[config.mk]
export PLATFORM = sky130hd
export DESIGN_NAME = mmio_uart_tx
export DESIGN_NICKNAME = d
export VERILOG_FILES = /design/src/rtl/uart_tx_pkg.sv /design/src/rtl/sync_fifo.sv /design/src/rtl/mmio_uart_tx.sv
export SDC_FILE = /design/constraint.sdc
export NUM_CORES = 1
export LEC_CHECK = 0
export ABC_AREA = 1
export BUFFER_PORTS_ARGS = -buffer_cell sky130_fd_sc_hd__buf_2
export CAP_MARGIN = 20
export CORE_MARGIN = 1
export CORE_UTILIZATION = 49
export CTS_BUF_LIST = sky130_fd_sc_hd__clkbuf_8
export DETAILED_ROUTE_END_ITERATION = 6
export GPL_TIMING_DRIVEN = 1
export PLACE_DENSITY = 0.75
export SYNTH_ARGS = -nofsm -noshare
export SYNTH_HDL_FRONTEND = slang
export SYNTH_SLANG_ARGS = --single-unit
[constraint.sdc]
create_clock -name clk -period 3.2 [get_ports clk]
set_input_delay 0.32 -clock clk [delete_from_list [all_inputs] [get_ports clk]]
set_output_delay 0.32 -clock clk [all_outputs]
set_load 0.05 [all_outputs]
[src/rtl/uart_tx_pkg.sv]
// Shared constants for the memory-mapped UART transmitter: register map,
// STATUS bit positions and serialiser states.
package uart_tx_pkg;

    localparam logic [1:0] TXDATA_OFF  = 2'd0;
    localparam logic [1:0] STATUS_OFF  = 2'd1;
    localparam logic [1:0] DIVISOR_OFF = 2'd2;

    localparam int unsigned ST_FULL  = 0;
    localparam int unsigned ST_EMPTY = 1;
    localparam int unsigned ST_BUSY  = 2;
    localparam int unsigned ST_OVF   = 3;
    localparam int unsigned ST_CNT_LO = 8;
    localparam int unsigned ST_CNT_W  = 8;

    typedef enum logic [1:0] {
        IDLE  = 2'd0,
        START = 2'd1,
        DATA  = 2'd2,
        STOP  = 2'd3
    } tx_state_e;

endpackage

[src/rtl/sync_fifo.sv]
// Single-clock FIFO with extra-MSB pointers; a push into a full FIFO is
// accepted only when a pop frees a slot in the same cycle.
module sync_fifo #(
    parameter int unsigned WIDTH = 8,
    parameter int unsigned DEPTH = 8
) (
    input  logic                     clk,
    input  logic                     rst_n,
    input  logic                     push,
    input  logic                     pop,
    input  logic [WIDTH-1:0]         wdata,
    output logic [WIDTH-1:0]         rdata,
    output logic                     full,
    output logic                     empty,
    output logic [$clog2(DEPTH):0]   count
);

    localparam int unsigned AW = $clog2(DEPTH);
    localparam logic [AW:0] FULL_CNT = (AW+1)'(DEPTH);

    logic [WIDTH-1:0] mem [DEPTH];
    logic [AW:0]      wr_ptr;
    logic [AW:0]      rd_ptr;
    logic             do_push;
    logic             do_pop;

    assign count   = wr_ptr - rd_ptr;
    assign empty   = (wr_ptr == rd_ptr);
    assign full    = (count == FULL_CNT);
    assign do_pop  = pop && !empty;
    assign do_push = push && (!full || do_pop);
    assign rdata   = mem[rd_ptr[AW-1:0]];

    always_ff @(posedge clk) begin
        if (!rst_n) begin
            wr_ptr <= '0;
            rd_ptr <= '0;
        end else begin
            if (do_push) wr_ptr <= wr_ptr + (AW+1)'(1);
            if (do_pop)  rd_ptr <= rd_ptr + (AW+1)'(1);
        end
    end

    // Storage needs no reset; validity is tracked by the pointers.
    always_ff @(posedge clk) begin
        if (do_push) mem[wr_ptr[AW-1:0]] <= wdata;
    end

endmodule

[src/rtl/mmio_uart_tx.sv]
// Bus-mapped 8N1 UART transmitter: register decode, TX FIFO and a
// bit-timed serialiser that chains frames without an idle gap.
module mmio_uart_tx
    import uart_tx_pkg::*;
#(
    parameter logic [31:0] BASE_ADDR  = 32'h8000_0000,
    parameter int unsigned FIFO_DEPTH = 8,
    parameter logic [15:0] DIV_RESET  = 16'd433
) (
    input  logic        clk,
    input  logic        rst_n,
    input  logic        r,
    input  logic [3:0]  w,
    input  logic [31:0] addr,
    input  logic [31:0] in,
    output logic [31:0] out,
    output logic        tx,
    output logic        tx_idle
);

    localparam int unsigned CW = $clog2(FIFO_DEPTH) + 1;

    logic          sel;
    logic [1:0]    off;
    logic          bus_wr;
    logic          fifo_push;
    logic          fifo_pop;
    logic [7:0]    fifo_rdata;
    logic          fifo_full;
    logic          fifo_empty;
    logic [CW-1:0] fifo_count;

    logic [15:0]   divisor_q;
    logic          ovf_q;
    logic          ovf_clr;
    logic          div_wr;

    tx_state_e     state_q, state_d;
    logic [7:0]    shreg_q, shreg_d;
    logic [15:0]   timer_q, timer_d;
    logic [2:0]    idx_q, idx_d;
    logic          tx_q, tx_d;

    logic          unused_bits;

    assign sel       = (addr[31:4] == BASE_ADDR[31:4]);
    assign off       = addr[3:2];
    assign bus_wr    = sel && (w != 4'b0000);
    assign fifo_push = bus_wr && (off == TXDATA_OFF) && w[0];
    assign ovf_clr   = bus_wr && (off == STATUS_OFF) && w[0] && in[3];
    assign div_wr    = bus_wr && (off == DIVISOR_OFF);
    assign unused_bits = ^{in[31:16], w[3:2], addr[1:0]};

    sync_fifo #(
        .WIDTH (8),
        .DEPTH (FIFO_DEPTH)
    ) u_fifo (
        .clk   (clk),
        .rst_n (rst_n),
        .push  (fifo_push),
        .pop   (fifo_pop),
        .wdata (in[7:0]),
        .rdata (fifo_rdata),
        .full  (fifo_full),
        .empty (fifo_empty),
        .count (fifo_count)
    );

    // Control registers: divisor per byte lane, sticky overflow on dropped push.
    always_ff @(posedge clk) begin
        if (!rst_n) begin
            divisor_q <= DIV_RESET;
            ovf_q     <= 1'b0;
        end else begin
            if (div_wr && w[0]) divisor_q[7:0]  <= in[7:0];
            if (div_wr && w[1]) divisor_q[15:8] <= in[15:8];
            if (fifo_push && fifo_full && !fifo_pop) ovf_q <= 1'b1;
            else if (ovf_clr)                         ovf_q <= 1'b0;
        end
    end

    always_comb begin
        out = '0;
        if (r && sel) begin
            case (off)
                STATUS_OFF: begin
                    out[ST_FULL]  = fifo_full;
                    out[ST_EMPTY] = fifo_empty;
                    out[ST_BUSY]  = (state_q != IDLE);
                    out[ST_OVF]   = ovf_q;
                    out[ST_CNT_LO +: ST_CNT_W] = ST_CNT_W'(fifo_count);
                end
                DIVISOR_OFF: out[15:0] = divisor_q;
                default:     out = '0;
            endcase
        end
    end

    always_ff @(posedge clk) begin
        if (!rst_n) begin
            state_q <= IDLE;
            shreg_q <= '0;
            timer_q <= '0;
            idx_q   <= '0;
            tx_q    <= 1'b1;
        end else begin
            state_q <= state_d;
            shreg_q <= shreg_d;
            timer_q <= timer_d;
            idx_q   <= idx_d;
            tx_q    <= tx_d;
        end
    end

    // Serialiser: each bit holds for divisor+1 clocks; the divisor is
    // sampled only at reload, so a mid-frame change never truncates a bit.
    always_comb begin
        state_d  = state_q;
        shreg_d  = shreg_q;
        timer_d  = timer_q;
        idx_d    = idx_q;
        tx_d     = tx_q;
        fifo_pop = 1'b0;
        case (state_q)
            IDLE: begin
                if (!fifo_empty) begin
                    fifo_pop = 1'b1;
                    shreg_d  = fifo_rdata;
                    timer_d  = divisor_q;
                    tx_d     = 1'b0;
                    state_d  = START;
                end
            end
            START: begin
                if (timer_q == 16'd0) begin
                    timer_d = divisor_q;
                    tx_d    = shreg_q[0];
                    idx_d   = 3'd0;
                    state_d = DATA;
                end else begin
                    timer_d = timer_q - 16'd1;
                end
            end
            DATA: begin
                if (timer_q == 16'd0) begin
                    timer_d = divisor_q;
                    if (idx_q == 3'd7) begin
                        tx_d    = 1'b1;
                        state_d = STOP;
                    end else begin
                        shreg_d = {1'b0, shreg_q[7:1]};
                        tx_d    = shreg_q[1];
                        idx_d   = idx_q + 3'd1;
                    end
                end else begin
                    timer_d = timer_q - 16'd1;
                end
            end
            STOP: begin
                if (timer_q == 16'd0) begin
                    if (!fifo_empty) begin
                        fifo_pop = 1'b1;
                        shreg_d  = fifo_rdata;
                        timer_d  = divisor_q;
                        tx_d     = 1'b0;
                        state_d  = START;
                    end else begin
                        tx_d    = 1'b1;
                        state_d = IDLE;
                    end
                end else begin
                    timer_d = timer_q - 16'd1;
                end
            end
            default: state_d = IDLE;
        endcase
    end

    assign tx      = tx_q;
    assign tx_idle = fifo_empty && (state_q == IDLE);

endmodule
==> results.ini, run 1 <==
[status]
status = completed

[yosys]
async_reset_ff_share_pct = 0
synth_seq_cells = 122
synth_top_family_by_area = simple AND/OR/NAND/NOR gates
ys_seq_area_share_pct = 47.0
synth.yosys.warnings = 0
synth_edf_count = 64
syn-mean-instance-area_um2 = 7.90
muxShareOfSynthArea_pct = 0
synth-simple-area-share_pct = 24.4
synthFlopType = edfxtp_1
synthXorXnorAreaFrac_pct = 0.667
yosysUniqueCellTypes = 40
synth_adder_area_share_pct = 3.54
synth_compound_area_share_pct = 15.8
syn_inst = 831
syn-cell-area_um2 = 6570

[clock_tree]
cts_sinks = 122
cts.reportedPaths.clkPinSlew_ps = 70
cts-resized-gates = 0
cts_made_buffers = 17
clock_insertion_delay_worst_skew_ps = 450
ctsHoldBuffers = 0
clockBufferDepth = 2
cts_setup_buffers = 0
cts_tree = done
cts.htree.levels = 4
cts_root_buffer = clkbuf_8

[finish]
utilization_pct = 57.5
drive_gt1_share_pct = 15.5
diodes = 0
nNetsFinal = 988
syn2layout_area_growth_pct = 12.3
fill_cells = 1181

[critical_path]
critPathMaxFanout = 5
critPathKind = flip-flop to output port
cp.required_ps = 2880
cp-end-kind = output port
arrival_ps = 2630
start_kind = flip-flop

[die]
rows = 41
die_y_um = 118
die_x_um = 118
start_util_pct = 51.2
dieArea_um2 = 13900
ios = 105
core_area_um2 = 12800

[global_routing]
grtUsageMet2_pct = 37.4
grtUsageTotal_pct = 23.6
grt_pass1_wl_mm = 25.8
use_met1_pct = 31.5
grt_pass1_vias = 5334
grt_max_degree = 35
busiest_layer = met2
gr-total-overflow = 0
grt_antenna_before_repair = 0
use_met3_pct = 4.70

[timing]
hold_viol_final = 0
finalMaxSlewViolations = 0
skew_ps = 10.8
worst_slew_pin_slew_ps = 943
maxSlewHeadroom_pct = 37.0
clock.fmax_mhz = 339
rsz0062_at_grt = false
setup_tns_ps = 0
fin_crit_sh_pct = 92.2
finalCriticalPeriod_ps = 2950
hold_ws_ps = 145
setup_viol = 0

[drt]
ant_nets = 0
drtIter0Drc = 471
drt-pass1-iter-count = 6
wl_per_cell_um = 14.4
drcViolationCount = 0
via_per_inst = 5.38
drt-total-wl_mm = 15.6
via_count = 5831

[pwr]
p_leak_nw = 3.02
p_per_area_nw_per_um2 = 613
ir_worst_vdd_mv = 0.303

[place]
gp_congestion = 0.914
hpwl_mm = 10.8
portBuffers = 70

[run]
max_cap_violations = 0

[min_path]
hp-class = primary input to flip-flop

==> synthesized netlist by cell type (all sizes together) (17+ instances only) <==
cell type  number  area [um^2]
edfxtp         64         1920
inv            72          270
clkbuf         24         90.1
nand2         171          659
a21oi          43          226
nor2          117          462
nand3          62          320
o211ai         32          240
dfxtp          58         1160
ha             17          213
o21ai          91          470
buf            29          198
==> flip-flops by register name, indices dropped and copies added, names as in the netlist, named ones only <==
register	flops
divisor_q	16
idx_q	3
ovf_q	1
shreg_q	8
state_q	2
timer_q	16
tx	1
u_fifo.mem	64
u_fifo.rd_ptr	4
u_fifo.wr_ptr	4
==> where the power goes <==
| group | internal, mW | total, mW | switching (mW) | leakage [nW] |
|---|---|---|---|---|
| sequential | 1.74 | 1.83 | 0.0853 | 1.05 |
| clock | 0.564 | 1.18 | 0.617 | 0.170 |
| combinational | 0.479 | 1.51 | 1.03 | 1.80 |
| total | 2.78 | 4.52 | 1.74 | 3.02 |
==> worst max-delay path, cell delays in order (launching register included) <==
cell	delay, ps
dfxtp_1	420
inv_1	100
ha_1	180
inv_1	90
fa_1	440
nor2_1	120
nand2_1	60
nor2_1	270
nand2_1	100
a21oi_1	130
buf_2	290
==> kinds of logic after synthesis <==
logic type | after synthesis
AO/OA/AOI/OAI | 181
XOR/XNOR | 5
adder cells (fa/ha/maj) | 18
buffers and inverters | 127
flip-flops | 122
other | 1
AND/OR/NAND/NOR | 377
==> through the flow <==
step | power [mW] | instances | worst slack, ps | instance area (um^2)
2_1_floorplan | 3.04 | 846 | 517 | 6620
3_3_place_gp | 3.31 | 1052 | 779 | 7030
3_5_place_dp | 3.33 | 1052 | 765 | 7030
4_1_cts | 4.50 | 1084 | 254 | 7370
5_1_grt | 4.82 | 1084 | 43.4 | 7370
6_report | 4.52 | 1084 | 248 | 7370
==> layout by cell type (no fill, tap or decap), drive strengths merged <==
| cell type | count |
|---|---|
| buf | 87 |
| nand3 | 62 |
| o22ai | 10 |
| edfxtp | 64 |
| xnor2 | 2 |
| ha | 17 |
| nand3b | 1 |
| conb | 16 |
| clkinv | 6 |
| a21oi | 43 |
| o221ai | 1 |
| a21o | 1 |
| o211ai | 32 |
| xor2 | 3 |
| fa | 1 |
| or2 | 7 |
| clkbuf | 19 |
| nand2 | 171 |
| o21ai | 91 |
| a31oi | 1 |
| nand4 | 5 |
| nor3 | 14 |
| a22oi | 2 |
| nor2 | 117 |
| clkinvlp | 6 |
| dfxtp | 58 |
| inv | 75 |
==> final cells by class <==
type | instances | area (um^2) | share of cell area [%]
Clock buffer | 19 | 262 | 3.55
Clock inverter | 13 | 83.8 | 1.14
Inverter | 74 | 278 | 3.77
Multi-Input combinational cell | 597 | 2970 | 40.3
Sequential cell | 122 | 3080 | 41.8
Tap cell | 172 | 215 | 2.92
Timing Repair Buffer | 87 | 478 | 6.48
==> path summary, 6_finish.rpt <==
kind         slack (ps)  cells after the start          endpoint        startpoint
max                 250                     10            out[0]  u_fifo.wr_ptr[0]
min                 150                      3     divisor_q[15]            in[15]
max reg2reg         760                     11  u_fifo.mem[4][3]  u_fifo.wr_ptr[1]
min reg2reg         470                      2             ovf_q             ovf_q
==> metal layers <==
layer / vias up / part of all wire (%) / routed length [um]
met5: - / 0 / 0
met3: 25 / 7.0 / 1090
met1: 2662 / 45 / 7090
met2: 242 / 46 / 7140
li1: 2902 / - / -
met4: 0 / 2.0 / 305
Power figures use the tool's default switching activity.
==> run 2, diff against run 1 <==
CORE_UTILIZATION = 40   (was 49)
GPL_TIMING_DRIVEN = 0   (was 1)
PLACE_DENSITY = 0.64   (was 0.75)
==> results.ini, run 2 (synthesis results as in run 1) <==
[status]
status = completed

[critical_path]
path_cells = inv_1 > ha_1 > inv_1 > fa_1 > nor2_1 > nand2_1 > nor2_1 > nand2_1 > a21oi_1 > buf_2
cp.required_ps = 2880
crit_family = adder cells
cp_num_buf_inv = 3
arrival_ps = 2600
crit_path_max_incr_delay_ps = 440
start_kind = flip-flop
cp-end-kind = output port
reg2reg_slack_ps = 310
critPathMaxFanout = 5
critPathKind = flip-flop to output port
crit_path_top_delay_cell = fa_1

[finish]
fill_cells = 1590
final_cell_mix = 168 x nand2_1, 111 x nor2_1, 77 x buf_2
syn2layout_area_growth_pct = 16.0
design_area_um2 = 7620
drive_gt1_share_pct = 16.2
largest_reg_flops = 64
nNetsFinal = 1025
layout_commonest_cell = nand2_1
diodes = 0
utilization_pct = 47.8

[die]
die_y_um = 130
start_util_pct = 41.2
rows = 46
ios = 105
dieArea_um2 = 16900
core_area_um2 = 15900
die_x_um = 130

[drt]
drtIter0Drc = 604
ant_nets = 0
drt-pass1-iter-count = 5
via_per_inst = 5.18
wl_per_cell_um = 15.2
via_count = 6036
drt-total-wl_mm = 17.7
drcViolationCount = 0

[pwr]
internal_power_mw = 2.87
ir_worst_vdd_mv = 0.280
pwr-share-seq_pct = 38.6
p_per_area_nw_per_um2 = 621
p_leak_nw = 3.12
switching_share_pct = 39.4
combPwrFrac_pct = 34.4
p_clk_share_pct = 27.0
power.switching_mw = 1.86

[timing]
clock.fmax_mhz = 342
worst_slew_pin_slew_ps = 789
fin_crit_sh_pct = 91.3
skew_ps = 12.8
rsz0062_at_grt = false
maxSlewHeadroom_pct = 47.2
finalCriticalPeriod_ps = 2920
finalMaxSlewViolations = 0
setup_viol = 0
hold_viol_final = 0

[clock_tree]
cts.htree.levels = 4
cts.reportedPaths.clkPinSlew_ps = 70
clockBufferDepth = 2
ctsHoldBuffers = 0
cts_sinks = 122
clock_insertion_delay_worst_skew_ps = 450
cts_root_buffer = clkbuf_8
cts-resized-gates = 0
cts_made_buffers = 17
cts_tree = done
cts_setup_buffers = 0

[global_routing]
gr-total-overflow = 0
grt_pass1_vias = 5411
grt_pass1_wl_mm = 27.9
grt_antenna_before_repair = 0
grt_max_degree = 17
grtUsageTotal_pct = 22.0

[place]
dpl_cell_area_um2 = 7250
gp_congestion = 0.971
portBuffers = 68
hpwl_mm = 12.8

[run]
max_cap_violations = 0

[min_path]
hp-class = primary input to flip-flop

-- run 2: cell types whose count changed in the layout (fill, tap and decap cells not counted), sizes merged --
cell and delta:
clkinvlp -2, inv +2, clkinv +1, buf +13, bufinv +1, clkbuf +22
-- run 2: layout make-up --
cell class / instances / area (um^2) / area share (%)
well taps: 216 / 270 / 3.55
repair buffers: 71 / 360 / 4.73
clock inverters: 15 / 130 / 1.71
clock buffers: 17 / 234 / 3.07
multi-input cells: 597 / 2980 / 39.1
plain buffers: 53 / 288 / 3.78
inverters: 74 / 278 / 3.65
flip-flops and latches: 122 / 3080 / 40.5
-- run 2: stage by stage --
step | power (mW) | std cells | setup TNS [ps] | hold slack, ps | setup WS, ps
final | 4.73 | 1165 | 0 | 143 | 278
after global routing | 5.03 | 1165 | 0 | 146 | 75.5
after CTS | 4.71 | 1164 | 0 | 117 | 72.6
after detailed placement | 3.44 | 1132 | 0 | 460 | 83.5
after global placement | 3.43 | 1130 | -517 | 456 | -47.6
after floorplan | 3.04 | 846 | 0 | 419 | 517
-- run 2: path summary, 6_finish.rpt --
check | endpoint | cells after the start | start
worst min register to register | ovf_q | 2 | ovf_q
worst min-delay path | divisor_q[8] | 3 | in[8]
worst max register to register | u_fifo.mem[3][5] | 10 | u_fifo.wr_ptr[1]
worst max-delay path | out[0] | 10 | u_fifo.wr_ptr[0]
-- run 2: worst reg2reg max path: cells and delay by family, from the launching register on --
family	cells	cell delay [ps]
fa+ha+maj	1	310
simple gates	8	1490
flops	1	520
compound gates	1	190
-- run 2: power by group through the flow --
stage | combinational, mW | sequential (mW) | clock, mW
final | 1.63 | 1.83 | 1.28
after global routing | 1.83 | 1.84 | 1.36
after global placement | 1.57 | 1.86 | 0
after CTS | 1.59 | 1.82 | 1.30
after floorplan | 1.19 | 1.85 | 0
after detailed placement | 1.58 | 1.86 | 0
-- run 2: layer usage --
layer / GRT usage [%] / wire length [um] / up-vias
li1: - / - / 2988
met1: 30.5 / 8160 / 2748
met2: 32.6 / 7820 / 273
met3: 5.82 / 1420 / 27
met4: 8.34 / 320 / 0
met5: 0 / 0 / -
==> run 3, diff against run 2 <==
MAX_ROUTING_LAYER = met4   (was not set)
REMOVE_ABC_BUFFERS = 1   (was not set)
==> results.ini, run 3 (synthesis results as in run 1) <==
[global_routing]
grtUsageTotal_pct = 20.4
use_met1_pct = 27.6
grt_antenna_before_repair = 0
busiest_layer = met2
grt_pass1_vias = 4876
use_met3_pct = 3.57
gr-total-overflow = 0
grtUsageMet2_pct = 30.8
grt_max_degree = 37
grt_pass1_wl_mm = 25.3

[clock_tree]
cts.htree.levels = 4
cts_setup_buffers = 0
ctsHoldBuffers = 0
cts_sinks = 122
clock_insertion_delay_worst_skew_ps = 440
cts.reportedPaths.clkPinSlew_ps = 70
cts_root_buffer = clkbuf_8
cts_made_buffers = 17
cts_tree = done
clockBufferDepth = 2

[finish]
layout_commonest_cell = nand2_1
syn2layout_area_growth_pct = 13.2
drive_gt1_share_pct = 15.6
fin_cells = 1114
largest_reg_flops = 64
diodes = 0
final_cell_mix = 167 x nand2_1, 106 x nor2_1, 74 x o21ai_0
utilization_pct = 46.6
nNetsFinal = 974

[drt]
drcViolationCount = 0
ant_nets = 0
via_per_inst = 5.10
drt-total-wl_mm = 15.9
drtIter0Drc = 457
via_count = 5676
drt-pass1-iter-count = 5
wl_per_cell_um = 14.3

[die]
core_area_um2 = 15900
rows = 46
start_util_pct = 41.2
ios = 105
die_x_um = 130
dieArea_um2 = 16900
die_y_um = 130

[critical_path]
critPathKind = flip-flop to output port
crit_path_max_incr_delay_ps = 450
cp.required_ps = 2880
reg2reg_slack_ps = 220
critPathMaxFanout = 5
arrival_ps = 2680
path_cells = inv_1 > ha_1 > inv_1 > fa_1 > nor2_1 > nand2_1 > nor2_2 > nand2_1 > a21oi_1 > buf_2
crit_path_top_delay_cell = fa_1
cp-end-kind = output port
start_kind = flip-flop

[timing]
fin_crit_sh_pct = 93.8
timing.final.ws_setup_ps = 198
setup_viol = 0
finalMaxSlewViolations = 0
clock.fmax_mhz = 333
setup_tns_ps = 0
finalCriticalPeriod_ps = 3000
maxSlewHeadroom_pct = 37.3
rsz0062_at_grt = false
worst_slew_pin_slew_ps = 940
hold_viol_final = 0
skew_ps = 11.7

[pwr]
ir_worst_vdd_mv = 0.256
p_leak_nw = 2.99
p_per_area_nw_per_um2 = 626
finalPower_mw = 4.66

[place]
gp_congestion = 0.882
portBuffers = 70
place_inst = 1082
hpwl_mm = 10.8
post-place-ws_ps = -338

[run]
max_cap_violations = 0

[min_path]
hp-class = primary input to flip-flop

[status]
status = completed

==> run 3: routing by layer <==
layer | up-vias | wire [um]
met3 | 20 | 992
met4 | 0 | 284
met2 | 183 | 7180
met5 | - | 0
met1 | 2595 | 7460
li1 | 2878 | -
==> run 3: worst paths after layout <==
path	start	end	depth (start not counted)
worst max-delay path	u_fifo.wr_ptr[0]	out[0]	10
worst min-delay path	in[8]	divisor_q[8]	3
worst max register to register	u_fifo.wr_ptr[1]	u_fifo.mem[0][1]	10
worst min register to register	tx	tx	2
==> run 3: power breakdown <==
group | leakage [nW] | total [mW] | switching (mW) | internal (mW)
sequential | 1.05 | 1.83 | 0.0884 | 1.74
clock | 0.194 | 1.35 | 0.626 | 0.723
combinational | 1.75 | 1.48 | 1.02 | 0.460
total | 2.99 | 4.66 | 1.73 | 2.92
==> run 3: critical path: cells and delay by family, from the launching register on <==
family	cells	cell delay, ps
AND/OR/NAND/NOR	4	540
flip-flops	1	370
adder cells (fa/ha/maj)	2	620
buffers and inverters	3	470
AO/OA/AOI/OAI	1	230
==> run 3: cell type report <==
class | count | area (um^2)
sequential | 122 | 3090
inverter | 74 | 278
timing repair buffer | 73 | 373
multi-input combinational | 597 | 3040
clock inverter | 13 | 126
fill | 1592 | 8510
clock buffer | 19 | 262
tap | 216 | 270
==> run 3: timing repair <==
action | CTS | global route
resized for setup | 10 | 9
cloned | 0 | 0
pin swaps | 0 | 1
endpoints found under the setup margin | 64 | 49
==> run 3: through the flow <==
stage               cell area (um^2)  hold slack (ps)
finish                          7430              141
global route                    7430              137
CTS                             7400              123
detailed placement              6980              454
global placement                6950              459
floorplan                       6330              404
